`config.mk`:
```
export PLATFORM = sky130hd
export DESIGN_NAME = line_cmd_arbiter
export DESIGN_NICKNAME = d
export VERILOG_FILES = /design/src/rtl/line_cmd_arbiter.sv
export SDC_FILE = /design/constraint.sdc
export NUM_CORES = 1
export LEC_CHECK = 0
export BUFFER_PORTS_ARGS = -buffer_cell sky130_fd_sc_hd__buf_2
export CORE_MARGIN = 5
export CORE_UTILIZATION = 44
export DETAILED_ROUTE_END_ITERATION = 10
export HOLD_SLACK_MARGIN = 0.15
export PLACE_DENSITY = 0.87
export SYNTH_ARGS = -nofsm -noshare
export SYNTH_HDL_FRONTEND = slang
export SYNTH_SLANG_ARGS = --single-unit
```
`constraint.sdc`:
```
create_clock -name clk -period 3.19 [get_ports clk]
set_input_delay 0.319 -clock clk [delete_from_list [all_inputs] [get_ports clk]]
set_output_delay 0.319 -clock clk [all_outputs]
set_load 0.02 [all_outputs]
```
`src/rtl/line_cmd_arbiter.sv`:
```
// -----------------------------------------------------------------------------
// line_cmd_arbiter : round-robin arbiter, optional burst lock, feeding one
//                    registered command into the line_drawer rts/rtr input.
// Revision 1.0 - initial release
// -----------------------------------------------------------------------------
`default_nettype none

module line_cmd_arbiter #(
   parameter int N_REQ     = 4,
   parameter int IDX_W     = 2,
   parameter int MAX_BURST = 8
) (
   input  logic                clk,
   input  logic                rst,
   input  logic [N_REQ-1:0]    req_rts,
   output logic [N_REQ-1:0]    req_rtr,
   input  logic [N_REQ-1:0]    req_lock,
   input  logic [N_REQ*10-1:0] req_x1,
   input  logic [N_REQ*10-1:0] req_y1,
   input  logic [N_REQ*10-1:0] req_x2,
   input  logic [N_REQ*10-1:0] req_y2,
   input  logic [N_REQ*12-1:0] req_color,
   output logic                ld_rts,
   input  logic                ld_rtr,
   output logic [9:0]          ld_x1,
   output logic [9:0]          ld_y1,
   output logic [9:0]          ld_x2,
   output logic [9:0]          ld_y2,
   output logic [11:0]         ld_color,
   output logic [IDX_W-1:0]    ld_owner,
   output logic                busy
);

   typedef enum logic [0:0] {IDLE = 1'b0, SEND = 1'b1} state_t;

   state_t           state_q, state_d;
   logic [IDX_W-1:0] rr_ptr_q, rr_ptr_d;
   logic             lock_vld_q, lock_vld_d;
   logic [7:0]       burst_cnt_q, burst_cnt_d;
   logic [9:0]       ld_x1_q, ld_x1_d, ld_y1_q, ld_y1_d;
   logic [9:0]       ld_x2_q, ld_x2_d, ld_y2_q, ld_y2_d;
   logic [11:0]      ld_color_q, ld_color_d;
   logic [IDX_W-1:0] ld_owner_q, ld_owner_d;

   logic [N_REQ-1:0] w_req_hi;
   logic             w_owner_rts;
   logic             w_lock_hit;
   logic [IDX_W-1:0] w_win;
   logic             w_win_lock;
   logic [9:0]       w_x1, w_y1, w_x2, w_y2;
   logic [11:0]      w_color;
   logic [7:0]       w_burst_new;

   // Winner: the lock owner if it is still requesting, otherwise the first
   // requester at or above rr_ptr, wrapping to the lowest requester.
   always_comb begin
      w_owner_rts = 1'b0;
      for (int i = 0; i < N_REQ; i++) begin
         w_req_hi[i] = req_rts[i] & (IDX_W'(i) >= rr_ptr_q);
         if (ld_owner_q == IDX_W'(i)) w_owner_rts = req_rts[i];
      end
      w_lock_hit = lock_vld_q & w_owner_rts;

      w_win = '0;
      if (w_lock_hit) begin
         w_win = ld_owner_q;
      end else if (|w_req_hi) begin
         for (int i = N_REQ-1; i >= 0; i--)
            if (w_req_hi[i]) w_win = IDX_W'(i);
      end else begin
         for (int i = N_REQ-1; i >= 0; i--)
            if (req_rts[i]) w_win = IDX_W'(i);
      end

      w_x1 = '0; w_y1 = '0; w_x2 = '0; w_y2 = '0; w_color = '0; w_win_lock = 1'b0;
      for (int i = 0; i < N_REQ; i++) begin
         if (w_win == IDX_W'(i)) begin
            w_x1       = req_x1[10*i +: 10];
            w_y1       = req_y1[10*i +: 10];
            w_x2       = req_x2[10*i +: 10];
            w_y2       = req_y2[10*i +: 10];
            w_color    = req_color[12*i +: 12];
            w_win_lock = req_lock[i];
         end
      end
      w_burst_new = w_lock_hit ? burst_cnt_q + 8'd1 : 8'd1;
   end

   always_comb begin
      state_d     = state_q;
      rr_ptr_d    = rr_ptr_q;
      lock_vld_d  = lock_vld_q;
      burst_cnt_d = burst_cnt_q;
      ld_x1_d     = ld_x1_q;
      ld_y1_d     = ld_y1_q;
      ld_x2_d     = ld_x2_q;
      ld_y2_d     = ld_y2_q;
      ld_color_d  = ld_color_q;
      ld_owner_d  = ld_owner_q;
      req_rtr     = '0;
      case (state_q)
         IDLE: begin
            if (lock_vld_q && !w_owner_rts) begin
               lock_vld_d  = 1'b0;
               burst_cnt_d = 8'd0;
            end
            if (|req_rts) begin
               req_rtr     = {{(N_REQ-1){1'b0}}, 1'b1} << w_win;
               ld_x1_d     = w_x1;
               ld_y1_d     = w_y1;
               ld_x2_d     = w_x2;
               ld_y2_d     = w_y2;
               ld_color_d  = w_color;
               ld_owner_d  = w_win;
               rr_ptr_d    = (w_win == IDX_W'(N_REQ-1)) ? '0 : w_win + IDX_W'(1);
               burst_cnt_d = w_burst_new;
               lock_vld_d  = w_win_lock & (w_burst_new < 8'(MAX_BURST));
               state_d     = SEND;
            end
         end
         SEND: begin
            if (ld_rtr) state_d = IDLE;
         end
         default: state_d = IDLE;
      endcase
   end

   always_ff @(posedge clk) begin
      if (rst) begin
         state_q     <= IDLE;
         rr_ptr_q    <= '0;
         lock_vld_q  <= 1'b0;
         burst_cnt_q <= 8'd0;
         ld_x1_q     <= '0;
         ld_y1_q     <= '0;
         ld_x2_q     <= '0;
         ld_y2_q     <= '0;
         ld_color_q  <= '0;
         ld_owner_q  <= '0;
      end else begin
         state_q     <= state_d;
         rr_ptr_q    <= rr_ptr_d;
         lock_vld_q  <= lock_vld_d;
         burst_cnt_q <= burst_cnt_d;
         ld_x1_q     <= ld_x1_d;
         ld_y1_q     <= ld_y1_d;
         ld_x2_q     <= ld_x2_d;
         ld_y2_q     <= ld_y2_d;
         ld_color_q  <= ld_color_d;
         ld_owner_q  <= ld_owner_d;
      end
   end

   assign ld_rts   = (state_q == SEND);
   assign busy     = (state_q == SEND) | lock_vld_q;
   assign ld_x1    = ld_x1_q;
   assign ld_y1    = ld_y1_q;
   assign ld_x2    = ld_x2_q;
   assign ld_y2    = ld_y2_q;
   assign ld_color = ld_color_q;
   assign ld_owner = ld_owner_q;

endmodule

`default_nettype wire

```
# ---- After elaboration in Yosys (flattened, before gate mapping)
# Cells that the tools add are included.
dict set report totals {
  output_inout_bits 60
  regBits 66
}
dict set report op_classes {
  add_sub_neg 2
  eq_ne 6
  shifts 1
  reduce_logical 9
  bitwise_logic 8
  magnitude_cmp 5
  mux 49
}
# cell n
set ops {}
lappend ops {{$mux 10} 16}
lappend ops {{$mux 12} 4}
lappend ops {{$mux 8} 3}
lappend ops {{$mux 2} 11}
lappend ops {{$mux 1} 12}
lappend ops {{$add 8x1->8 const B} 1}
lappend ops {{$eq 2x2->1 const B} 4}
lappend ops {{$lt 8x4->1 const B} 1}
lappend ops {{$mux 4} 2}
lappend ops {{$reduce_or 4->1} 2}
lappend ops {{$and 1x1->1} 6}
lappend ops {{$eq 2x1->1 const B} 2}
lappend ops {{$ge 1x2->1 const A} 2}
lappend ops {{$ge 2x2->1 const A} 2}
lappend ops {{$logic_not 2->1} 2}
lappend ops {{$reduce_and 2->1} 2}
lappend ops {{$shl 1x2->4 const A} 1}
lappend ops {{$add 2x1->2 const B} 1}
lappend ops {{$pmux 1 s2} 1}
lappend ops {{$reduce_bool 2->1} 1}
lappend ops {{$logic_and 1x1->1} 1}
lappend ops {{$logic_not 1->1} 1}
lappend ops {{$not 1->1} 1}
lappend ops {{$or 1x1->1} 1}

# ---- Longest topological paths before layout
# Gate-level depths: netlist (run 1).
dict set report depth {
  word_depth 15
  depth_mapped 12
}

# ---- Least setup slack after synthesis (run 1)
# OpenSTA, ideal clock, no wires.
dict set report synth_timing {
  path_kind {register to output}
  start {register ld_owner_q[1], in the netlist ld_owner[1]}
  end {output port req_rtr[2]}
  required_time_ns 2.871
  path_stages_with_launch 9
  path_buffers 3
  path_slack_ns 0.178
  arrival_time_ns 2.693
  cell_sequence {dfxtp_1 mux4_2 and3_1 a31oi_2 ha_1 clkbuf_1 clkbuf_1 clkbuf_1 and2_1}
}
dict set report synth_via {
  elab_chain_len 10
  elab_cells_between_ends 13
  cone_classes {eq/ne (3); shift (1); mux (7); bitwise (1); reduce/logical (1)}
}
# item line_no
set synth_lines {}
lappend synth_lines {{start: declaration} 43} ;# logic [IDX_W-1:0] ld_owner_q, ld_owner_d;
lappend synth_lines {{start signal: assignment} 150} ;# ld_owner_q <= ld_owner_d;
lappend synth_lines {{$logic_not 2->1} 60} ;# if (ld_owner_q == IDX_W'(i)) w_owner_rts = req_rts[i];
lappend synth_lines {{$mux 1 (4 in series)} 60}
lappend synth_lines {{$and 1x1->1} 62} ;# w_lock_hit = lock_vld_q & w_owner_rts;
lappend synth_lines {{$mux 2 *} 65} ;# if (w_lock_hit) begin
lappend synth_lines {{$shl 1x2->4 *} 108} ;# req_rtr = {{(N_REQ-1){1'b0}}, 1'b1} << w_win;
lappend synth_lines {{$mux 4 *} 107} ;# if (|req_rts) begin
lappend synth_lines {{$mux 4 *} 101} ;# case (state_q)
lappend synth_lines {{end: declaration} 16} ;# output logic [N_REQ-1:0] req_rtr,
# Every way passes the cells marked *; elsewhere a longest branch is shown, timed or not.

# ---- Worst setup path after layout (run 1)
dict set report layout_timing {
  start {register ld_owner_q[1], in the netlist ld_owner[1]}
  end {output port req_rtr[3]}
}
dict set report layout_via {
  elab_chain_len 10
  elab_cells_between_ends 13
  cone_classes {eq/ne (3); shift (1); mux (7); bitwise (1); reduce/logical (1)}
}
# item line_no
set layout_lines {}
lappend layout_lines {{$logic_not 2->1} 60}
lappend layout_lines {{$mux 1 (4 in series)} 60}
lappend layout_lines {{$and 1x1->1} 62}
lappend layout_lines {{$mux 2 *} 65}
lappend layout_lines {{net w_win[1]} 48} ;# logic [IDX_W-1:0] w_win;
lappend layout_lines {{$shl 1x2->4 *} 108}
lappend layout_lines {{$mux 4 *} 107}
lappend layout_lines {{$mux 4 *} 101}
# Mark *: on every way through the listed nets, which the timed path passes. The rest lies on a longest branch.

==> results.json, run 1 <==
{
  "die_w_um": 110,
  "port_buffers": 278,
  "num_vias": 5447,
  "hold_viol": 0,
  "netlist_instances": 593,
  "drc": 0,
  "regArea_mm2": 0.00132,
  "io_pins": 279,
  "period_minus_slack_ns": 3.07,
  "post-route-period-util": 0.962,
  "fin_nets": 1058,
  "synth_top_area_cell": "dfxtp_1",
  "netlist_top_cells_area": "dfxtp_1 (30%), a21oi_1 (17%), o211a_1 (11%)",
  "critPathCaptureType": "output port",
  "ys_ff_latch": 66,
  "ant_nets": 0,
  "fillers": 906,
  "yosysSeqAreaShare": 0.299,
  "hpwl_mm": 11.8,
  "htreeDepth": 3,
  "fmax_ghz": 0.326,
  "outcome": "finished, final reports clean",
  "final_util": 0.621,
  "final_cell_mix": "buf_2 (278), a21oi_1 (151), dfxtp_1 (65)",
  "placed_cell_area_mm2": 0.00584,
  "cp-start-kind": "flop",
  "worst_pin_slew_ns": 0.915,
  "cp_cell_sequence": "mux4_2, nand2_1, mux2i_2, inv_1, ha_4, buf_12, and2_1, buf_2",
  "fin_area_mm2": 0.00607,
  "crit_fanout": 61,
  "slew_headroom": 0.389,
  "cts_tree": "built",
  "rsz0062_at_grt": "no",
  "cap_violations": 0,
  "row_count": 36,
  "drt_iter0_drc": 373,
  "grt_overflow": 0,
  "final_common_cell": "buf_2",
  "netlist_area_mm2": 0.00443,
  "avgSynthCellArea_um2": 7.46,
  "clock_skew_ns": 0.0107,
  "crit_buf_inv": 3,
  "clk_pin_slew_ns": 0.07,
  "die_area_mm2": 0.0122,
  "root_buffer": "clkbuf_8",
  "setup-violations-final": 0,
  "multi_input_area_mm2": 0.00285,
  "wl_mm": 16.2,
  "peakVddDrop_mv": 0.249,
  "start_util": 0.453,
  "yosys.area.top_type_share": 0.299,
  "grt_use_total": 0.238,
  "fin_tns_setup_ns": 0,
  "cts_inserted_buffers": 9,
  "crit_family": "multiplexers",
  "antenna_found_initial": 0,
  "ys_async_sr_fraction": 0,
  "syn2layout_area_growth_pct": 37.2,
  "hold_path_class": "input pin to flop",
  "synth_cell_type_count": 48,
  "power_density_mw_per_mm2": 534,
  "power.leakage_nw": 3.15,
  "drive_gt1_frac": 0.382,
  "drt-pass1-iter-count": 6,
  "crit_type": "flop to output port",
  "cpPeakStageDelay_ns": 0.59,
  "slew_viol_final": 0,
  "grt_pass1_vias": 4790,
  "grt_max_degree": 69,
  "required_ns": 2.87,
  "grt_pass1_wl_mm": 23.1,
  "die_height_um": 110,
  "cpMaxStageDelayCell": "mux4_2",
  "viasPerCell": 5.61,
  "yosysWarnings": 0,
  "coreArea_mm2": 0.00977,
  "diodes": 0,
  "synth_edf_count": 0,
  "cts_sinks": 66,
  "ys.flop_type": "dfxtp_1",
  "syn-num-nets": 817,
  "arrival_ns": 2.75,
  "post_drt_wl_per_cell_um": 16.7,
  "routabilityCongestion": 0.859,
  "cts_buffer_depth": 2,
  "insertion_delay_ns": 0.33,
  "hold_ws_ns": 0.262,
  "cts.hold.buffers_added": 0
}
## path summary, 6_finish.rpt
kind | start | to | slack (ns) | cells past startpoint
hold reg to reg | rr_ptr_q[0] | rr_ptr_q[0] | 0.48 | 2
setup / recovery | ld_owner[1] | req_rtr[3] | 0.12 | 8
hold / removal | ld_rtr | ld_rts | 0.26 | 3
setup reg to reg | ld_owner[1] | ld_y1[9] | 0.20 | 10
## state kept, by name, summed over array words and instances (netlist names), 2 cells and up
name and flops:
ld_color 12, ld_y1 10, ld_x1 10, burst_cnt_q 8, ld_x2 10, rr_ptr_q 2, ld_y2 10, ld_owner 2
## tightest hold or removal path: cells and delay by family
family | cells | cell delay (ns)
AO/OA/AOI/OAI | 1 | 0.06
buffers and inverters | 1 | 0.08
AND/OR/NAND/NOR | 1 | 0.09
## report_power, final
part	switching, mW	total, mW	internal (mW)
clock network	0.315	0.588	0.273
logic	0.946	1.62	0.674
registers	0.0783	1.03	0.953
total	1.34	3.24	1.90
## cell usage after synthesis (2+ instances only)
cell and instances:
clkbuf_1 37, nand3_1 6, a211o_1 2, buf_6 4, inv_1 6, nor2_1 12
o21ai_0 52, a21oi_1 151, and3_1 6, nand2b_1 3, buf_1 7, o21ai_1 3
nand4_1 2, and2_1 4, ha_1 5, a221oi_1 5, nor3_1 14, o31ai_1 2
nand3b_1 47, nand2_1 59, buf_4 6, a211oi_1 5, buf_2 8, mux2i_1 3
xor2_1 2, nor2b_1 7, dfxtp_1 66, a31oi_1 3, o211a_1 47
## metal layers
layer / GRT usage / vias up / part of all wire
li1: - / 2659 / -
met1: 0.300 / 2513 / 0.39
met2: 0.398 / 250 / 0.50
met3: 0.0728 / 25 / 0.093
met4: 0.0572 / 0 / 0.016
met5: 0 / - / 0
## stage by stage
stage | total power [mW] | setup WS [ns] | instances
global placement | 2.58 | 0.269 | 953
detailed placement | 2.61 | 0.160 | 953
floorplan | 2.12 | 0.178 | 593
global route | 3.46 | 0.0283 | 971
CTS | 3.20 | 0.0201 | 968
finish | 3.24 | 0.121 | 971
## cells by family after synthesis
family / share of synthesized area
buf+inv: 0.0738
simple gates: 0.208
fa+ha+maj: 0.0141
xor+xnor: 0.00594
compound gates: 0.388
mux: 0.0119
flops: 0.299
## layout make-up
type / instances / area share
sequential: 66 / 0.218
clock buffer: 11 / 0.0216
multi-input combinational: 458 / 0.469
inverter: 7 / 0.00433
tap: 133 / 0.0274
timing repair buffer: 292 / 0.256
clock inverter: 4 / 0.00330
## repair_timing
item | 4_1_cts | 5_1_grt
buffers inserted | 0 | 1
endpoints found under the setup margin | 0 | 12
resized for setup | 0 | 4
Note: power is estimated with default switching activity, not from simulation.
==> run 2, diff against run 1 <==
--- a/config.mk
+++ b/config.mk
@@ -6,9 +6,9 @@
 export NUM_CORES = 1
 export LEC_CHECK = 0
 export BUFFER_PORTS_ARGS = -buffer_cell sky130_fd_sc_hd__buf_2
-export CORE_MARGIN = 5
-export CORE_UTILIZATION = 44
+export CORE_AREA = 5 5 106 108
 export DETAILED_ROUTE_END_ITERATION = 10
+export DIE_AREA = 0 0 111 113
 export HOLD_SLACK_MARGIN = 0.15
 export PLACE_DENSITY = 0.87
 export SYNTH_ARGS = -nofsm -noshare
==> constraint.sdc (replaced) <==
create_clock -name clk -period 3.8 [get_ports clk]
set_input_delay 0.38 -clock clk [delete_from_list [all_inputs] [get_ports clk]]
set_output_delay 0.38 -clock clk [all_outputs]
set_load 0.02 [all_outputs]
==> results.json, run 2 (synthesis gave the netlist of run 1 again) <==
{
  "outcome": "finished, final reports clean",
  "viasPerCell": 5.61,
  "crit_fanout": 17,
  "slew_headroom": 0.488,
  "root_buffer": "clkbuf_8",
  "drive_gt1_frac": 0.380,
  "die_area_mm2": 0.0125,
  "die_w_um": 111,
  "grt_pass1_wl_mm": 25.8,
  "routabilityCongestion": 0.934,
  "fin_tns_setup_ns": 0,
  "finalPower_mw": 2.82,
  "required_ns": 3.42,
  "drt_iter0_drc": 413,
  "power.leakage_nw": 3.14,
  "syn2layout_area_growth_pct": 36.4,
  "grtUsageMet2": 0.432,
  "power_density_mw_per_mm2": 467,
  "arrival_ns": 3.07,
  "cts_sinks": 66,
  "fillers": 926,
  "post_drt_wl_per_cell_um": 16.8,
  "rsz0062_at_grt": "no",
  "io_pins": 279,
  "crit_type": "flop to output port",
  "final_util": 0.596,
  "grtUsageMet3": 0.0540,
  "fin_area_mm2": 0.00604,
  "fin_ws_ns": 0.346,
  "cp-start-kind": "flop",
  "hold_ws_ns": 0.299,
  "grt.busiest_layer": "met2",
  "worst_pin_slew_ns": 0.769,
  "hpwl_mm": 12.0,
  "crit_buf_inv": 2,
  "placed_cells": 956,
  "coreArea_mm2": 0.0101,
  "post_cts_resized": 0,
  "final_common_cell": "buf_2",
  "regArea_mm2": 0.00132,
  "wl_mm": 16.3,
  "largest_reg_flops": 12,
  "ant_nets": 0,
  "grt_use_total": 0.247,
  "period_minus_slack_ns": 3.45,
  "crit_family": "multiplexers",
  "antenna_found_initial": 1,
  "cts_inserted_buffers": 9,
  "clk_pin_slew_ns": 0.07,
  "slew_viol_final": 0,
  "post-route-period-util": 0.909,
  "r2r_slack_ns": 0.53,
  "peakVddDrop_mv": 0.223,
  "grt_overflow": 0,
  "insertion_delay_ns": 0.34,
  "cts.hold.buffers_added": 0,
  "cap_violations": 0,
  "clock_skew_ns": 0.00915,
  "htreeDepth": 3,
  "hold_path_class": "input pin to flop",
  "drc": 0,
  "fmax_ghz": 0.289,
  "cpPeakStageDelay_ns": 0.65,
  "fin_nets": 1055,
  "post-place-ws_ns": 0.393,
  "hold_viol": 0,
  "stdcell_count": 972,
  "drt-pass1-iter-count": 5,
  "cpMaxStageDelayCell": "mux4_2",
  "postCtsSetupRepairBufs": 0,
  "cts_buffer_depth": 2,
  "die_height_um": 113,
  "grt_pass1_vias": 5270,
  "critPathCaptureType": "output port",
  "use_met1": 0.293,
  "grt_max_degree": 74,
  "port_buffers": 278,
  "final_cell_mix": "buf_2 (278), a21oi_1 (151), dfxtp_1 (66)",
  "multi_input_area_mm2": 0.00282,
  "row_count": 37,
  "num_vias": 5449,
  "placed_cell_area_mm2": 0.00582,
  "start_util": 0.437,
  "cts_tree": "built",
  "setup-violations-final": 0,
  "cp_cell_sequence": "mux4_2, nand2_1, mux2i_1, ha_2, buf_4, and2_1, buf_2"
}
run 2: changes by cell type in the layout (fill, tap and decap cells not counted), moves of 2 or more:
| cell | previous run | this run |
|---|---|---|
| buf_12 | 3 | 1 |
| buf_4 | 9 | 11 |
| clkbuf_8 | 9 | 12 |
| clkinv_2 | 4 | 1 |
run 2: path summary, 6_finish.rpt:
kind / startpoint / end / cells after the start
worst max register to register: ld_owner[1] / lock_vld_q / 9
worst min register to register: rr_ptr_q[0] / rr_ptr_q[0] / 2
worst max-delay path: ld_owner[1] / req_rtr[0] / 7
worst min-delay path: ld_rtr / ld_rts / 3
run 2: final cells by class:
cell class,count,share of cell area
clock inverter,2,0.00580
inverter,7,0.00435
antenna,1,0.000414
multi-input combinational,457,0.467
sequential,66,0.219
tap,136,0.0282
clock buffer,13,0.0280
timing repair buffer,290,0.247
run 2: worst reg2reg max path, cell delays in order (launching register included):
cell and delay [ns]:
dfxtp_1 0.42, mux4_2 0.65, nand2_1 0.16, mux2i_1 0.38, inv_1 0.19, ha_4 0.40, a211o_1 0.43, a21oi_1 0.22
o31ai_1 0.11, and3_1 0.20
run 2: metal layers:
| layer | part of all wire | vias to the layer above |
|---|---|---|
| met5 | 0 | - |
| met4 | 0.030 | 0 |
| met3 | 0.075 | 35 |
| met2 | 0.49 | 237 |
| li1 | - | 2654 |
| met1 | 0.40 | 2523 |
run 2: report_power, final:
group | switching [mW] | internal [mW] | leakage [nW] | total [mW]
combinational | 0.778 | 0.548 | 2.49 | 1.33
sequential | 0.0663 | 0.800 | 0.546 | 0.866
clock | 0.274 | 0.353 | 0.106 | 0.627
==> run 3, diff against run 2 <==
--- a/config.mk
+++ b/config.mk
@@ -6,11 +6,11 @@
 export NUM_CORES = 1
 export LEC_CHECK = 0
 export BUFFER_PORTS_ARGS = -buffer_cell sky130_fd_sc_hd__buf_2
-export CORE_AREA = 5 5 106 108
+export CORE_AREA = 2 2 110 112
 export DETAILED_ROUTE_END_ITERATION = 10
-export DIE_AREA = 0 0 111 113
+export DIE_AREA = 0 0 112 114
 export HOLD_SLACK_MARGIN = 0.15
-export PLACE_DENSITY = 0.87
+export PLACE_DENSITY = 0.78
 export SYNTH_ARGS = -nofsm -noshare
 export SYNTH_HDL_FRONTEND = slang
 export SYNTH_SLANG_ARGS = --single-unit
==> results.json, run 3 (synthesis gave the netlist of run 1 again) <==
{
  "viasPerCell": 5.49,
  "root_buffer": "clkbuf_16",
  "largest_reg_flops": 12,
  "grt_max_degree": 62,
  "multi_input_area_mm2": 0.00281,
  "insertion_delay_ns": 0.33,
  "drive_gt1_frac": 0.376,
  "die_w_um": 112,
  "power.leakage_nw": 3.16,
  "clk_pin_slew_ns": 0.05,
  "grt_use_total": 0.231,
  "drt-pass1-iter-count": 5,
  "post-place-ws_ns": 0.491,
  "outcome": "finished, final reports clean",
  "hpwl_mm": 11.1,
  "final_common_cell": "buf_2",
  "die_area_mm2": 0.0128,
  "fin_tns_setup_ns": 0,
  "post_cts_resized": 0,
  "drt_iter0_drc": 297,
  "die_height_um": 114,
  "cts_inserted_buffers": 9,
  "cts_sinks": 66,
  "syn2layout_area_growth_pct": 37.7,
  "rsz0062_at_grt": "no",
  "row_count": 40,
  "power_density_mw_per_mm2": 475,
  "io_pins": 279,
  "arrival_ns": 3.16,
  "final_util": 0.520,
  "crit_type": "flop to output port",
  "cap_violations": 0,
  "fin_nets": 1055,
  "setup-violations-final": 0,
  "postCtsSetupRepairBufs": 0,
  "htreeDepth": 3,
  "fillers": 1211,
  "worst_pin_slew_ns": 0.774,
  "grt_pass1_vias": 4967,
  "routabilityCongestion": 0.840,
  "final_cell_mix": "buf_2 (278), a21oi_1 (151), dfxtp_1 (66)",
  "drc": 0,
  "slew_viol_final": 0,
  "fin_ws_ns": 0.257,
  "period_minus_slack_ns": 3.54,
  "post_drt_wl_per_cell_um": 15.7,
  "clock_skew_ns": 0.00686,
  "num_vias": 5381,
  "hold_path_class": "input pin to flop",
  "wl_mm": 15.4,
  "fmax_ghz": 0.282,
  "hold_ws_ns": 0.323,
  "peakVddDrop_mv": 0.250,
  "cts.hold.buffers_added": 0,
  "grt_overflow": 0,
  "ant_nets": 0,
  "cts_buffer_depth": 2,
  "antenna_found_initial": 0,
  "crit_fanout": 45,
  "finalPower_mw": 2.89,
  "grt_pass1_wl_mm": 24.0,
  "required_ns": 3.42,
  "coreArea_mm2": 0.0117,
  "port_buffers": 278,
  "start_util": 0.378,
  "regArea_mm2": 0.00132,
  "cts_tree": "built",
  "cp-start-kind": "flop",
  "post-route-period-util": 0.932,
  "critPathCaptureType": "output port",
  "slew_headroom": 0.483,
  "hold_viol": 0
}
run 3: cell types whose count changed in the layout (fill, tap and decap cells not counted), sizes merged:
cell    previous run  this run
bufinv             1         0
clkbuf            13        12
run 3: path summary, 6_finish.rpt:
check | from | endpoint | slack (ns) | cells after the start
hold reg to reg | rr_ptr_q[0] | rr_ptr_q[0] | 0.49 | 2
setup reg to reg | ld_owner[1] | ld_color[11] | 0.52 | 9
setup / recovery | ld_owner[1] | req_rtr[1] | 0.26 | 7
hold / removal | ld_rtr | ld_rts | 0.32 | 3
run 3: final cells by class:
| type | count | area share |
|---|---|---|
| multi-input combinational | 457 | 0.461 |
| antenna | 1 | 0.000411 |
| tap | 147 | 0.0302 |
| timing repair buffer | 290 | 0.247 |
| inverter | 7 | 0.00431 |
| clock buffer | 12 | 0.0388 |
| clock inverter | 1 | 0.000822 |
| sequential | 66 | 0.217 |
run 3: routing by layer:
metal  routed length [um]  vias up  track usage
li1                     -     2654            -
met1                 6560     2486        0.293
met2                 7600      219        0.386
met3                  967       22       0.0452
met4                  313        0       0.0959
met5                    0        -            0
run 3: power breakdown:
group / internal [mW] / switching, mW / leakage, nW
Combinational: 0.544 / 0.772 / 2.49
Clock: 0.430 / 0.282 / 0.118
Sequential: 0.802 / 0.0642 / 0.546
run 3: worst max-delay path, cell delays in order, from the launching register on:
cell and delay (ns):
dfxtp_1 0.42, mux4_2 0.64, nand2_1 0.17, mux2i_1 0.34
ha_2 0.69, buf_12 0.28, and2_1 0.14, buf_2 0.16
run 3: through the flow:
| step | instance area (um2) | std cells |
|---|---|---|
| finish | 6090 | 981 |
| detailed placement | 5850 | 967 |
| global route | 6090 | 980 |
| global placement | 5850 | 967 |
| CTS | 6090 | 980 |
| floorplan | 4430 | 593 |
